`config.mk`:
```
export PLATFORM = sky130hd
export DESIGN_NAME = pipe_hazard_unit
export DESIGN_NICKNAME = d
export VERILOG_FILES = /design/src/rtl/pipe_hazard_unit.sv
export SDC_FILE = /design/constraint.sdc
export NUM_CORES = 1
export LEC_CHECK = 0
export ABC_AREA = 1
export CORE_AREA = 2 2 119 75
export DETAILED_ROUTE_END_ITERATION = 12
export DIE_AREA = 0 0 121 77
export MAX_ROUTING_LAYER = met4
export SLEW_MARGIN = 20
export SYNTH_ARGS = -nofsm -noshare
export SYNTH_HDL_FRONTEND = slang
export SYNTH_SLANG_ARGS = --single-unit
```
`constraint.sdc`:
```
create_clock -name clk -period 4.4 [get_ports clk]
set_input_delay 1.1 -clock clk [delete_from_list [all_inputs] [get_ports clk]]
set_output_delay 1.1 -clock clk [all_outputs]
set_load 0.01 [all_outputs]
```
`src/rtl/pipe_hazard_unit.sv`:
```
// pipe_hazard_unit: load-use stall, jump flush and ID-stage forwarding control
// with a private MEM/WB shadow of write-back destinations.
`default_nettype none

module pipe_hazard_unit #(
    parameter int CNT_W = 16
) (
    input  logic             clk,
    input  logic             clrn,
    input  logic [4:0]       IDrs,
    input  logic [4:0]       IDrt,
    input  logic             IDuseRs,
    input  logic             IDuseRt,
    input  logic             EXwreg,
    input  logic             EXm2reg,
    input  logic [4:0]       EXwn,
    input  logic [1:0]       EXjumpType,
    input  logic             EXbranchTaken,
    output logic             stall,
    output logic             bubble,
    output logic             flush,
    output logic [1:0]       IDfwdA,
    output logic [1:0]       IDfwdB,
    output logic [CNT_W-1:0] stallCount,
    output logic [CNT_W-1:0] flushCount
);

    typedef enum logic [1:0] {
        RUN     = 2'd0,
        LDSTALL = 2'd1,
        FLUSH   = 2'd2
    } state_t;

    localparam logic [CNT_W-1:0] CNT_ONE = CNT_W'(1);

    state_t           state, state_next;
    logic             mem_wreg, mem_m2reg, wb_wreg;
    logic [4:0]       mem_wn, wb_wn;
    logic [CNT_W-1:0] stall_cnt, flush_cnt;

    logic ex_hit_rs, ex_hit_rt, mem_hit_rs, mem_hit_rt, wb_hit_rs, wb_hit_rt;
    logic load_use, jump_kill;

    assign ex_hit_rs  = EXwreg   && (EXwn   == IDrs) && (IDrs != 5'd0);
    assign ex_hit_rt  = EXwreg   && (EXwn   == IDrt) && (IDrt != 5'd0);
    assign mem_hit_rs = mem_wreg && (mem_wn == IDrs) && (IDrs != 5'd0);
    assign mem_hit_rt = mem_wreg && (mem_wn == IDrt) && (IDrt != 5'd0);
    assign wb_hit_rs  = wb_wreg  && (wb_wn  == IDrs) && (IDrs != 5'd0);
    assign wb_hit_rt  = wb_wreg  && (wb_wn  == IDrt) && (IDrt != 5'd0);

    assign load_use  = EXm2reg && ((IDuseRs && ex_hit_rs) || (IDuseRt && ex_hit_rt));
    assign jump_kill = ((EXjumpType == 2'b01) && EXbranchTaken) || EXjumpType[1];

    // WB producers are covered by the register file's write-before-read.
    function automatic logic [1:0] fwd_sel(input logic use_r, input logic ex_hit,
                                           input logic ex_load, input logic mem_hit,
                                           input logic mem_load, input logic wb_hit);
        if (!use_r)                 return 2'b00;
        else if (ex_hit && !ex_load) return 2'b01;
        else if (mem_hit)            return mem_load ? 2'b11 : 2'b10;
        else if (wb_hit)             return 2'b00;
        else                         return 2'b00;
    endfunction

    always_comb begin
        state_next = RUN;
        stall      = 1'b0;
        bubble     = 1'b0;
        flush      = 1'b0;
        IDfwdA     = 2'b00;
        IDfwdB     = 2'b00;
        if (clrn) begin
            IDfwdA = fwd_sel(IDuseRs, ex_hit_rs, EXm2reg, mem_hit_rs, mem_m2reg, wb_hit_rs);
            IDfwdB = fwd_sel(IDuseRt, ex_hit_rt, EXm2reg, mem_hit_rt, mem_m2reg, wb_hit_rt);
            if (jump_kill) begin
                flush      = 1'b1;
                bubble     = 1'b1;
                state_next = FLUSH;
            end else if (load_use) begin
                stall      = 1'b1;
                bubble     = 1'b1;
                state_next = LDSTALL;
            end
        end
    end

    // The jump in EX keeps its own write (jal); only younger instructions die.
    always_ff @(posedge clk) begin
        if (!clrn) begin
            state     <= RUN;
            mem_wreg  <= 1'b0;
            mem_m2reg <= 1'b0;
            mem_wn    <= 5'd0;
            wb_wreg   <= 1'b0;
            wb_wn     <= 5'd0;
            stall_cnt <= '0;
            flush_cnt <= '0;
        end else begin
            state     <= state_next;
            mem_wreg  <= EXwreg;
            mem_m2reg <= EXm2reg;
            mem_wn    <= EXwn;
            wb_wreg   <= mem_wreg;
            wb_wn     <= mem_wn;
            if ((state == LDSTALL) && (stall_cnt != '1))
                stall_cnt <= stall_cnt + CNT_ONE;
            if ((state == FLUSH) && (flush_cnt != '1))
                flush_cnt <= flush_cnt + CNT_ONE;
        end
    end

    // Visible counts include the event class held in state this cycle.
    assign stallCount = ((state == LDSTALL) && (stall_cnt != '1)) ? stall_cnt + CNT_ONE : stall_cnt;
    assign flushCount = ((state == FLUSH)   && (flush_cnt != '1)) ? flush_cnt + CNT_ONE : flush_cnt;

endmodule

`default_nettype wire

```
==> impl_metrics.py, run 1 <==
metrics = {
    "setup_path": {
        "worst_setup_path_end_kind": "output pin",
        "reg2reg_depth": 9,
        "crit_path_max_fanout": 4,
        "startpoint_type": "input port",
        "r2r-end": "stall_cnt[4]",
        "required_ps": 3300,
        "reg2reg_slack_ps": 2570,
        "worstPathArrival_ps": 3070,
        "crit_type": "in -> out",
        "r2r_start": "stall_cnt[0]",
    },
    "sta": {
        "setup_viol": 0,
        "finalHoldViolations": 0,
        "worst_pin_slew_ps": 410,
        "finalCritPeriodShare": 0.948,
        "rsz0062_at_grt": "false",
        "skew_ps": 3.28,
        "fmax_mhz": 240,
        "fin_crit_ps": 4170,
        "maxSlewViolCount": 0,
        "fin_setup_tns_ps": 0,
        "relSlewSlack": 0.726,
    },
    "drt": {
        "routedWlPerCell_um": 11.7,
        "wl_met2_um": 2980,
        "firstDrtPassIters": 5,
        "highest_layer": "met4",
        "wl_met1_um": 4050,
        "num_vias": 3007,
        "postRouteAntennaNets": 0,
        "avgViaCountPerCell": 4.63,
        "wirelength_um": 7580,
        "dr.first_iter.drc_count": 202,
        "drc": 0,
        "wl_met3_um": 441,
    },
    "die": {
        "num_rows": 26,
        "initial_core_util": 0.347,
        "die_area_um2": 9320,
        "ios": 63,
        "die_w_um": 121,
        "die-height_um": 77,
        "core_um2": 8230,
    },
    "logic_synthesis": {
        "synthesis.nets": 499,
        "yosys_warnings": 0,
        "synth_seq_cells": 41,
        "synth_cells": 473,
        "yosysSeqAreaShare": 0.287,
        "netlist_area_um2": 2860,
        "syn_avg_cell_area_um2": 6.04,
        "ys_types": 24,
    },
    "placed_design": {
        "port_buffers": 62,
        "gp_congestion": 0.942,
        "detailed_place_hpwl_um": 5960,
        "dp_cells": 641,
    },
    "global_routing": {
        "grt_start_max_net_pins": 34,
        "globalRouteTotalUtil": 0.177,
        "grt_pass1_vias": 2741,
        "grt_antenna_before_repair": 0,
        "grt_pass1_wl_um": 12900,
        "gr-total-overflow": 0,
    },
    "clocking": {
        "cts_resized": 0,
        "worstSkewPairLatency_ps": 290,
        "post_cts_buffers": 0,
        "cts_max_level": 2,
        "cts.clk_slew.worst_paths_ps": 60,
        "clockRootBuffer": "clkbuf_16",
        "cts_tree": "built",
        "clock_path_buffers": 2,
        "cts-buffers-inserted": 5,
        "cts.sinks": 41,
        "cts-hold-fix-buffers": 0,
    },
    "power_and_ir_drop": {
        "vdd_drop_max_mv": 0.136,
        "powerDensity_nw_per_um2": 242,
        "leakagePower_nw": 1.63,
    },
    "layout": {
        "final_common_cell": "nand2_1",
        "final_nets": 562,
        "layout_common_cells": "nand2_1 (168), clkdlybuf4s50_1 (62), inv_1 (57)",
        "nFillCells": 849,
        "antennaDiodeCount": 0,
        "fin_cells": 649,
        "area_growth_pct": 30.9,
        "drive_above_1_share": 0.0931,
    },
    "hold_path": {
        "hp-start": "stall_cnt[15]",
        "hold_path_class": "reg -> reg",
        "min_to": "stall_cnt[15]",
        "worstHoldPathCells": 2,
    },
    "outcome": {
        "status": "complete, no violations",
    },
    "run": {
        "drv_cap": 0,
    },
}
routing by layer:
| layer | up-vias | global-route usage |
|---|---|---|
| li1 | 1609 | - |
| met1 | 1308 | 0.256 |
| met2 | 81 | 0.243 |
| met3 | 9 | 0.0357 |
| met4 | 0 | 0.0547 |
| met5 | - | - |
through the flow:
stage          area (µm²)  utilization  worst slack [ps]  hold slack, ps  power [mW]
4_1_cts              3740        0.455               251             527       0.920
3_5_place_dp         3570        0.434               261             517       0.481
3_3_place_gp         3570        0.434               314             509       0.481
2_1_floorplan        2860            -              1410             488       0.437
6_report             3740        0.455               231             525       0.907
5_1_grt              3740        0.455               106             553       0.950
critical path: stages:
cell and delay, ps:
clkdlybuf4s50_1 530, inv_1 70, a21oi_1 140, nand2_1 60
nor2_1 130, nand3_1 110, or2_2 290, nand2_1 90
clkdlybuf4s50_1 550
kinds of logic after synthesis:
kind of cell | Yosys count | synth area share
flops | 41 | 0.287
fa+ha+maj | 2 | 0.00875
compound gates | 46 | 0.0884
xor+xnor | 14 | 0.0429
buf+inv | 68 | 0.103
simple gates | 302 | 0.470
sequential cells by signal, summed over array words and instances (netlist names):
signal and flops:
state 2, flush_cnt 16, mem_wreg 1, mem_wn 5
mem_m2reg 1, stall_cnt 16
power by group:
part / internal (mW) / switching, mW / leakage [nW]
sequential: 0.377 / 0.00558 / 0.333
clock: 0.284 / 0.150 / 0.0841
combinational: 0.0405 / 0.0506 / 1.21
total: 0.701 / 0.206 / 1.63
worst max-delay path by stage:
stage / slack, ps / from / depth (start not counted) / endpoint
2_1_floorplan: 1410 / IDrs[4] / 8 / IDfwdA[0]
3_3_place_gp: 310 / EXwn[3] / 9 / IDfwdA[0]
3_5_place_dp: 260 / EXwn[3] / 9 / IDfwdA[0]
4_1_cts: 250 / EXwn[3] / 9 / IDfwdA[0]
5_1_grt: 110 / EXwn[1] / 11 / IDfwdA[0]
6_report: 230 / EXwn[3] / 9 / IDfwdA[0]
Yosys cell counts:
cell / number / area (µm²)
a21oi_1: 28 / 140
a21oi_2: 5 / 43.8
and2_0: 2 / 12.5
buf_12: 2 / 40.0
buf_2: 2 / 10.0
clkbuf_1: 4 / 15.0
clkinv_1: 1 / 3.75
dfxtp_1: 41 / 821
ha_1: 2 / 25.0
inv_1: 57 / 214
inv_4: 2 / 12.5
nand2_1: 168 / 631
nand2_2: 23 / 144
nand3_1: 25 / 125
nand4_1: 18 / 113
nor2_1: 53 / 199
nor2_2: 2 / 12.5
nor2_4: 8 / 90.1
nor3_1: 2 / 10.0
o21ai_0: 10 / 50.1
o22ai_1: 3 / 18.8
or2_2: 1 / 6.26
xnor2_1: 5 / 43.8
xor2_1: 9 / 78.8
layout make-up:
| cell class | instances | area (µm²) | share of cell area |
|---|---|---|---|
| clock buffers | 7 | 143 | 0.0381 |
| clock inverters | 1 | 30.0 | 0.00802 |
| inverters | 60 | 230 | 0.0615 |
| multi-input cells | 364 | 1740 | 0.466 |
| flip-flops and latches | 41 | 821 | 0.219 |
| well taps | 112 | 140 | 0.0374 |
| repair buffers | 64 | 636 | 0.170 |
No activity file was read; power rests on OpenSTA's default activity.
==> inputs of run 2 (changes only) <==
--- a/config.mk
+++ b/config.mk
@@ -7,6 +7,7 @@
 export LEC_CHECK = 0
 export ABC_AREA = 1
 export CORE_AREA = 2 2 119 75
+export CTS_CLUSTER_SIZE = 10
 export DETAILED_ROUTE_END_ITERATION = 12
 export DIE_AREA = 0 0 121 77
 export MAX_ROUTING_LAYER = met4
==> results of run 2 <==
No change in the layout: final DEF, timing and power equal those of run 1.
==> inputs of run 3 (changes only) <==
--- a/config.mk
+++ b/config.mk
@@ -15,3 +15,4 @@
 export SYNTH_ARGS = -nofsm -noshare
 export SYNTH_HDL_FRONTEND = slang
 export SYNTH_SLANG_ARGS = --single-unit
+export TNS_END_PERCENT = 100
==> results of run 3 <==
No change in the layout: final DEF, timing and power equal those of run 1.
